==> config.mk <==
export PLATFORM = sky130hd
export DESIGN_NAME = snn_weight_store_flat
export DESIGN_NICKNAME = d
export VERILOG_FILES = /design/src/rtl/snn_pkg.sv /design/src/rtl/snn_weight_store_if.sv /design/src/rtl/snn_nibble_loader.sv /design/src/rtl/snn_weight_store.sv /design/src/flat_wrapper.sv
export SDC_FILE = /design/constraint.sdc
export NUM_CORES = 1
export LEC_CHECK = 0
export ABC_AREA = 1
export ABC_CLOCK_PERIOD_IN_PS = 4000
export CAP_MARGIN = 20
export CORE_UTILIZATION = 40
export CTS_CLUSTER_DIAMETER = 30
export DETAILED_ROUTE_END_ITERATION = 12
export PLACE_DENSITY_LB_ADDON = 0.12
export SYNTH_ARGS = -nofsm -noshare
export SYNTH_HDL_FRONTEND = slang
export SYNTH_HIERARCHICAL = 1
export SYNTH_SLANG_ARGS = --single-unit
export TNS_END_PERCENT = 30
==> constraint.sdc <==
create_clock -name clk -period 4 [get_ports clk]
set_input_delay 0.6 -clock clk [delete_from_list [all_inputs] [get_ports clk]]
set_output_delay 0.6 -clock clk [all_outputs]
set_load 0.02 [all_outputs]
==> src/rtl/snn_pkg.sv <==
// Shared types and defaults for the SNN weight path (weight store, loader, engine).
package snn_pkg;

    localparam int DEPTH_DEF  = 16;
    localparam int ADDR_W_DEF = 4;
    localparam int DATA_W_DEF = 8;

    typedef enum logic [1:0] {
        IDLE   = 2'd0,
        HI     = 2'd1,
        LO     = 2'd2,
        COMMIT = 2'd3
    } ld_state_e;

    typedef logic signed [3:0] weight_t;
    typedef logic        [7:0] entry_t;

    // Saturation limits for a signed 4-bit weight, shared with the engine.
    localparam weight_t W_MAX = 4'sb0111;
    localparam weight_t W_MIN = 4'sb1000;

    function automatic logic even_parity(input entry_t data);
        return ^data;
    endfunction

endpackage

==> src/rtl/snn_weight_store_if.sv <==
// Engine weight bus plus host nibble-load handshake for snn_weight_store.
interface snn_weight_store_if #(
    parameter int ADDR_W = 4,
    parameter int DATA_W = 8
);
    logic [ADDR_W-1:0] eng_addr;
    logic [DATA_W-1:0] eng_rdata;
    logic [DATA_W-1:0] eng_wdata;
    logic              eng_we;
    logic              host_start;
    logic              host_valid;
    logic [3:0]        host_nibble;
    logic              host_ready;

    modport master (
        output eng_addr, eng_wdata, eng_we, host_start, host_valid, host_nibble,
        input  eng_rdata, host_ready
    );

    modport slave (
        input  eng_addr, eng_wdata, eng_we, host_start, host_valid, host_nibble,
        output eng_rdata, host_ready
    );
endinterface

==> src/rtl/snn_nibble_loader.sv <==
// Host load FSM: assembles high/low nibble pairs into entries and strobes them out in order.
module snn_nibble_loader
    import snn_pkg::*;
#(
    parameter int DEPTH  = DEPTH_DEF,
    parameter int ADDR_W = ADDR_W_DEF
) (
    input  logic              clk,
    input  logic              rst_n,
    input  logic              host_start,
    input  logic              host_valid,
    input  logic [3:0]        host_nibble,
    output logic              host_ready,
    output logic              busy,
    output logic              loaded,
    output logic              commit,
    output logic [ADDR_W-1:0] commit_addr,
    output entry_t            commit_data
);
    localparam logic [ADDR_W-1:0] LAST_ADDR = ADDR_W'(DEPTH - 1);

    ld_state_e         state_q, state_d;
    logic [ADDR_W-1:0] ptr_q, ptr_d;
    weight_t           hi_q, hi_d;
    weight_t           lo_q, lo_d;
    logic              ready_q, ready_d;
    logic              busy_q, busy_d;
    logic              loaded_q, loaded_d;

    always_comb begin
        state_d  = state_q;
        ptr_d    = ptr_q;
        hi_d     = hi_q;
        lo_d     = lo_q;
        busy_d   = busy_q;
        loaded_d = loaded_q;
        unique case (state_q)
            IDLE: begin
                if (host_start) begin
                    state_d = HI;
                    ptr_d   = '0;
                    busy_d  = 1'b1;
                end
            end
            HI: begin
                if (host_valid) begin
                    hi_d    = weight_t'(host_nibble);
                    state_d = LO;
                end
            end
            LO: begin
                if (host_valid) begin
                    lo_d    = weight_t'(host_nibble);
                    state_d = COMMIT;
                end
            end
            COMMIT: begin
                if (ptr_q == LAST_ADDR) begin
                    state_d  = IDLE;
                    busy_d   = 1'b0;
                    loaded_d = 1'b1;
                    ptr_d    = '0;
                end else begin
                    ptr_d   = ptr_q + 1'b1;
                    state_d = HI;
                end
            end
            default: state_d = IDLE;
        endcase
        // Ready is registered, so it is derived from the state being entered.
        ready_d = (state_d == HI) || (state_d == LO);
    end

    always_ff @(posedge clk) begin
        if (!rst_n) begin
            state_q  <= IDLE;
            ptr_q    <= '0;
            hi_q     <= '0;
            lo_q     <= '0;
            ready_q  <= 1'b0;
            busy_q   <= 1'b0;
            loaded_q <= 1'b0;
        end else begin
            state_q  <= state_d;
            ptr_q    <= ptr_d;
            hi_q     <= hi_d;
            lo_q     <= lo_d;
            ready_q  <= ready_d;
            busy_q   <= busy_d;
            loaded_q <= loaded_d;
        end
    end

    assign host_ready  = ready_q;
    assign busy        = busy_q;
    assign loaded      = loaded_q;
    assign commit      = (state_q == COMMIT);
    assign commit_addr = ptr_q;
    assign commit_data = {hi_q, lo_q};

endmodule

==> src/rtl/snn_weight_store.sv <==
// Weight memory serving engine fetches/write-backs, preloaded by a nibble-serial host port.
// Optional macro WSTORE_PARITY_EN adds a per-entry even-parity bit and a parity_err output.
module snn_weight_store
    import snn_pkg::*;
#(
    parameter int DEPTH  = DEPTH_DEF,
    parameter int ADDR_W = ADDR_W_DEF,
    parameter int DATA_W = DATA_W_DEF
) (
    input  logic               clk,
    input  logic               rst_n,
    snn_weight_store_if.slave  bus,
    output logic               busy,
    output logic               loaded,
    output logic               wr_drop
`ifdef WSTORE_PARITY_EN
    ,
    output logic               parity_err
`endif
);
    logic [DATA_W-1:0] mem_q [DEPTH];
    logic [DATA_W-1:0] mem_d [DEPTH];
    logic [DEPTH-1:0]  we_vec;
    logic [DATA_W-1:0] wr_data;
    logic              in_range;
    logic              eng_wr_ok;
    logic              wr_drop_q, wr_drop_d;

    logic              ld_busy;
    logic              ld_commit;
    logic [ADDR_W-1:0] ld_addr;
    entry_t            ld_data;

    snn_nibble_loader #(
        .DEPTH  (DEPTH),
        .ADDR_W (ADDR_W)
    ) u_loader (
        .clk         (clk),
        .rst_n       (rst_n),
        .host_start  (bus.host_start),
        .host_valid  (bus.host_valid),
        .host_nibble (bus.host_nibble),
        .host_ready  (bus.host_ready),
        .busy        (ld_busy),
        .loaded      (loaded),
        .commit      (ld_commit),
        .commit_addr (ld_addr),
        .commit_data (ld_data)
    );

    assign in_range  = {1'b0, bus.eng_addr} < (ADDR_W + 1)'(DEPTH);
    // Engine writes are locked out for the whole load, so the two write sources never collide.
    assign eng_wr_ok = bus.eng_we && !ld_busy && in_range;
    assign wr_data   = ld_commit ? DATA_W'(ld_data) : bus.eng_wdata;
    assign wr_drop_d = bus.eng_we && (ld_busy || !in_range);

    for (genvar gi = 0; gi < DEPTH; gi++) begin : g_we
        assign we_vec[gi] = (ld_commit && (ld_addr == ADDR_W'(gi)))
                         || (eng_wr_ok && (bus.eng_addr == ADDR_W'(gi)));
    end

    always_comb begin
        for (int i = 0; i < DEPTH; i++) begin
            mem_d[i] = we_vec[i] ? wr_data : mem_q[i];
        end
    end

    always_ff @(posedge clk) begin
        if (!rst_n) begin
            for (int i = 0; i < DEPTH; i++) begin
                mem_q[i] <= '0;
            end
            wr_drop_q <= 1'b0;
        end else begin
            for (int i = 0; i < DEPTH; i++) begin
                mem_q[i] <= mem_d[i];
            end
            wr_drop_q <= wr_drop_d;
        end
    end

    assign bus.eng_rdata = in_range ? mem_q[bus.eng_addr] : '0;
    assign busy          = ld_busy;
    assign wr_drop       = wr_drop_q;

`ifdef WSTORE_PARITY_EN
    logic [DEPTH-1:0] par_q, par_d;

    always_comb begin
        for (int i = 0; i < DEPTH; i++) begin
            par_d[i] = we_vec[i] ? even_parity(entry_t'(wr_data)) : par_q[i];
        end
    end

    always_ff @(posedge clk) begin
        if (!rst_n) begin
            par_q <= '0;
        end else begin
            par_q <= par_d;
        end
    end

    assign parity_err = in_range
                     && (even_parity(entry_t'(mem_q[bus.eng_addr])) != par_q[bus.eng_addr]);
`endif

endmodule

==> src/flat_wrapper.sv <==
// flat-port wrapper written by rule: the top's interface ports become plain ports
module snn_weight_store_flat import snn_pkg::*;
#(
    parameter int DEPTH  = DEPTH_DEF,
    parameter int ADDR_W = ADDR_W_DEF,
    parameter int DATA_W = DATA_W_DEF
)
  (clk, rst_n, busy, loaded, wr_drop, bus_eng_addr, bus_eng_wdata, bus_eng_we, bus_host_start, bus_host_valid, bus_host_nibble, bus_eng_rdata, bus_host_ready);
  snn_weight_store_if #(.ADDR_W(ADDR_W), .DATA_W(DATA_W)) bus_i ();
  input  logic clk;
  input  logic rst_n;
  output logic busy;
  output logic loaded;
  output logic wr_drop;
  input wire logic [$bits(bus_i.eng_addr)-1:0] bus_eng_addr;
  input wire logic [$bits(bus_i.eng_wdata)-1:0] bus_eng_wdata;
  input wire logic [$bits(bus_i.eng_we)-1:0] bus_eng_we;
  input wire logic [$bits(bus_i.host_start)-1:0] bus_host_start;
  input wire logic [$bits(bus_i.host_valid)-1:0] bus_host_valid;
  input wire logic [$bits(bus_i.host_nibble)-1:0] bus_host_nibble;
  output wire logic [$bits(bus_i.eng_rdata)-1:0] bus_eng_rdata;
  output wire logic [$bits(bus_i.host_ready)-1:0] bus_host_ready;
  assign bus_i.eng_addr = bus_eng_addr;
  assign bus_i.eng_wdata = bus_eng_wdata;
  assign bus_i.eng_we = bus_eng_we;
  assign bus_i.host_start = bus_host_start;
  assign bus_i.host_valid = bus_host_valid;
  assign bus_i.host_nibble = bus_host_nibble;
  assign bus_eng_rdata = bus_i.eng_rdata;
  assign bus_host_ready = bus_i.host_ready;
  snn_weight_store #(.DEPTH(DEPTH), .ADDR_W(ADDR_W), .DATA_W(DATA_W)) u_core (.clk(clk), .rst_n(rst_n), .bus(bus_i), .busy(busy), .loaded(loaded), .wr_drop(wr_drop));
endmodule
==> key figures <==
Status
  • Status: finished, final reports clean

Yosys
  • Mapped cell area: just over 0.007 mm2
  • Post-synthesis register bit count: 146
  • Synth Net Count: roughly 870
  • Synthesized area per cell: between 8 and 9 um2
  • YS warnings: 6
  • Sequential element share of the synthesized area: 59.7%
  • Cell variety after synth: 24
  • Count of mapped cells out of synthesis: 849

Timing
  • Fin crit share: 80.7%
  • Setup_tns: 0 ns
  • Fmax: 0.310 GHz
  • Tightest Pin Transition: 0.657 ns
  • Pins over their slew limit: 0
  • Post-layout min period: 3.23 ns
  • Final Hold Viols: 0
  • Final setup violation count: 0
  • Clk_skew: 0.00996 ns
  • Unrepaired setup endpoints after global routing: no
  • Slew HR: 56.1%

Global route
  • Global route overflow: 0
  • Vias in the first global route: 5195
  • Largest net degree at the start of global routing: 58
  • First-pass GRT wire length: ~28 mm
  • Initial antenna violation count: 0
  • GRT Total Usage: 20.7%

Clock network
  • Hold Buf Count CTS: 0
  • H-tree Lvls: 4
  • Total CTS buffers: 17
  • Clock sinks: 146
  • CTS root buf: clkbuf_16
  • CTS clk-pin slew, worst paths: 0.06 ns
  • Longest Clk Path Bufs: 2
  • CTS tree: built
  • Clk_lat worst skew: 0.42 ns
  • Setup Fix Bufs, Post-CTS: 0
  • Post-CTS sizing: 0

Worst hold path
  • Worst Hold Class: register to register

Place
  • HPWL after detailed placement: 11.8 mm
  • Placed cells: 1079
  • RD Place Congestion: 0.837
  • Number of port buffers: 32

Worst setup path
  • Crit path from: bus_eng_addr[0]
  • Worst-path fanout max: 57
  • Critical Path RT: 3.40 ns
  • Crit path cell chain: buf_2, inv_2, buf_12, nand2_1, nand2_1, nand2_1, nand2_1, nand2_1, nand2_1, inv_1, nand2_1, clkdlybuf4s50_1
  • CP Class: input port to primary output
  • Worst path slowest cell: clkdlybuf4s50_1
  • Reg-to-reg critical path endpoint: u_core/mem_q[1][3]
  • Critical Path End: bus_eng_rdata[7]
  • CP most frequent cell: nand2_1
  • Worst path max stage delay: 0.60 ns
  • Reg2reg setup slack: about 1.7 ns
  • Worst-case reg-to-reg path depth: 8
  • Endpoint class of the critical path: primary output
  • Worst Path Arrival: approximately 2.6 ns
  • FF-to-FF Start: u_core/u_loader/state_q[1]
  • Critical Path Start Type: input port

Floorplanning
  • Starting density of the core: 40.9%
  • Core area: 0.0172 mm2
  • Horiz. Die Dim: 135 um
  • Die ar.: between 0.015 and 0.02 mm2
  • Site row count: between 40 and 50
  • I/O pin cnt: 33
  • Die Span Y: 135 um

Detailed routing
  • WL final: 17.7 mm
  • Iter 0 DRT Violations: 393
  • DR DRC count: 0
  • Final ANT Viol Nets: 0
  • Vias per cell: slightly below 5
  • Via count: about 5.4k
  • Routed WL per cell: 15.9 um
  • Pre-Repair DR Iteration Count: 5

Pwr
  • P per Cell Area: 447 mW/mm2
  • Worst vdd ir: 0.292 mV
  • Leak: 3.62 nW

Finish
  • # diodes: 0
  • Sequential cell area: between 0.004 and 0.005 mm2
  • Share of cells above drive strength 1: around 7.0%
  • Layout Nets: 895
  • Fill cells: 1693
  • Non-Filler Instances: 1111
  • Synth-to-layout area growth: 14.4%
  • Area occupied by multi-input gates: about 0.0024 mm2

Run
  • Max cap viols: 0
-- stage by stage --
stage	cell area, um2	worst slack [ns]	power (W)	hold slack (ns)	utilization (%)
2_1_floorplan	7040	1.90	0.00202	0.423	-
3_5_place_dp	7500	0.782	0.00215	0.438	43.5
5_1_grt	8060	0.621	0.00374	0.464	46.7
6_report	8060	0.771	0.00360	0.448	46.7
4_1_cts	8060	0.778	0.00363	0.448	46.7
3_3_place_gp	7500	0.790	0.00215	0.433	43.5
-- state kept, by name (all words and copies together), names as in the netlist --
signal                       count
u_core/u_loader/commit_addr      4
u_core/mem_q                   128
u_core/u_loader/host_ready       1
u_core/u_loader/hi_q             4
u_core/u_loader/busy             1
u_core/u_loader/state_q          2
u_core/u_loader/loaded           1
u_core/wr_drop                   1
u_core/u_loader/lo_q             4
-- where the power goes --
group / leakage (nW) / internal, W / switching, W
Combinational: 1.89 / 0.000107 / 0.000247
Clock: 0.260 / 0.000886 / 0.000596
Sequential: 1.47 / 0.00174 / 0.0000244
-- cell usage after synthesis --
cell type  instances  share of area, %
clkbuf_1           3              0.16
buf_6              7               1.1
edfxtp_1         128                55
and3_1             1             0.089
a21oi_2            2              0.25
nand2_1          447                24
dfxtp_1           18               5.1
buf_4              2              0.21
inv_2             13              0.69
buf_2             23               1.6
o21ai_0            8              0.57
nand3_1           25               1.8
a21oi_1           11              0.78
nor2_2             2              0.18
nor3_2             1              0.14
inv_1             50               2.7
nor2_1            99               5.3
nand2_2            3              0.27
clkinv_2           1             0.071
or2_2              1             0.089
nor3_1             1             0.071
ha_1               1              0.18
nand3_2            1              0.14
clkbuf_4           1              0.11
-- worst min-delay path by stage --
stage | from | endpoint | slack, ns | cells past startpoint
floorplan | u_core/u_loader/hi_q[0] | u_core/u_loader/hi_q[0] | 0.42 | 2
global placement | u_core/u_loader/lo_q[2] | u_core/u_loader/lo_q[2] | 0.43 | 2
detailed placement | u_core/u_loader/hi_q[0] | u_core/u_loader/hi_q[0] | 0.44 | 2
CTS | u_core/u_loader/lo_q[2] | u_core/u_loader/lo_q[2] | 0.45 | 2
global route | u_core/u_loader/lo_q[2] | u_core/u_loader/lo_q[2] | 0.46 | 2
finish | u_core/u_loader/hi_q[3] | u_core/u_loader/hi_q[3] | 0.45 | 2
-- final cells by class --
type	instances	area share [%]
timing repair buffer	41	5.06
sequential	146	52.2
tap	225	3.49
inverter	64	3.00
clock buffer	23	5.81
clock inverter	9	1.04
multi-input combinational	603	29.4
-- kinds of logic after synthesis --
kind of cell,Yosys count,share of synthesized area [%]
simple gates,581,31.9
flops,146,59.7
buf+inv,100,6.66
compound gates,21,1.60
fa+ha+maj,1,0.178
-- critical path: cells and delay by family --
family	cells	cell delay, ns
buffers and inverters	5	1.42
AND/OR/NAND/NOR	7	0.55
-- metal layers --
metal	vias to the layer above	routed length, um	GRT usage [%]
met3	28	798	3.42
met2	153	8410	34.4
li1	2696	-	-
met5	-	0	0
met4	0	292	7.12
met1	2537	8160	27.4
-- placed cells by master (no fill, tap or decap), types with 2 or more instances in the layout --
cell type,count
o21ai_0,8
clkinvlp_4,4
clkdlybuf4s50_1,31
buf_12,2
inv_1,50
nand3_1,25
edfxtp_1,128
clkbuf_16,17
clkbuf_8,2
inv_2,13
nand2_1,447
a21oi_2,2
clkbuf_1,4
a21oi_1,11
dfxtp_1,18
clkinv_2,4
nand2_2,3
buf_4,7
nor2_1,99
nor2_2,2
Power figures use the tool's default switching activity.
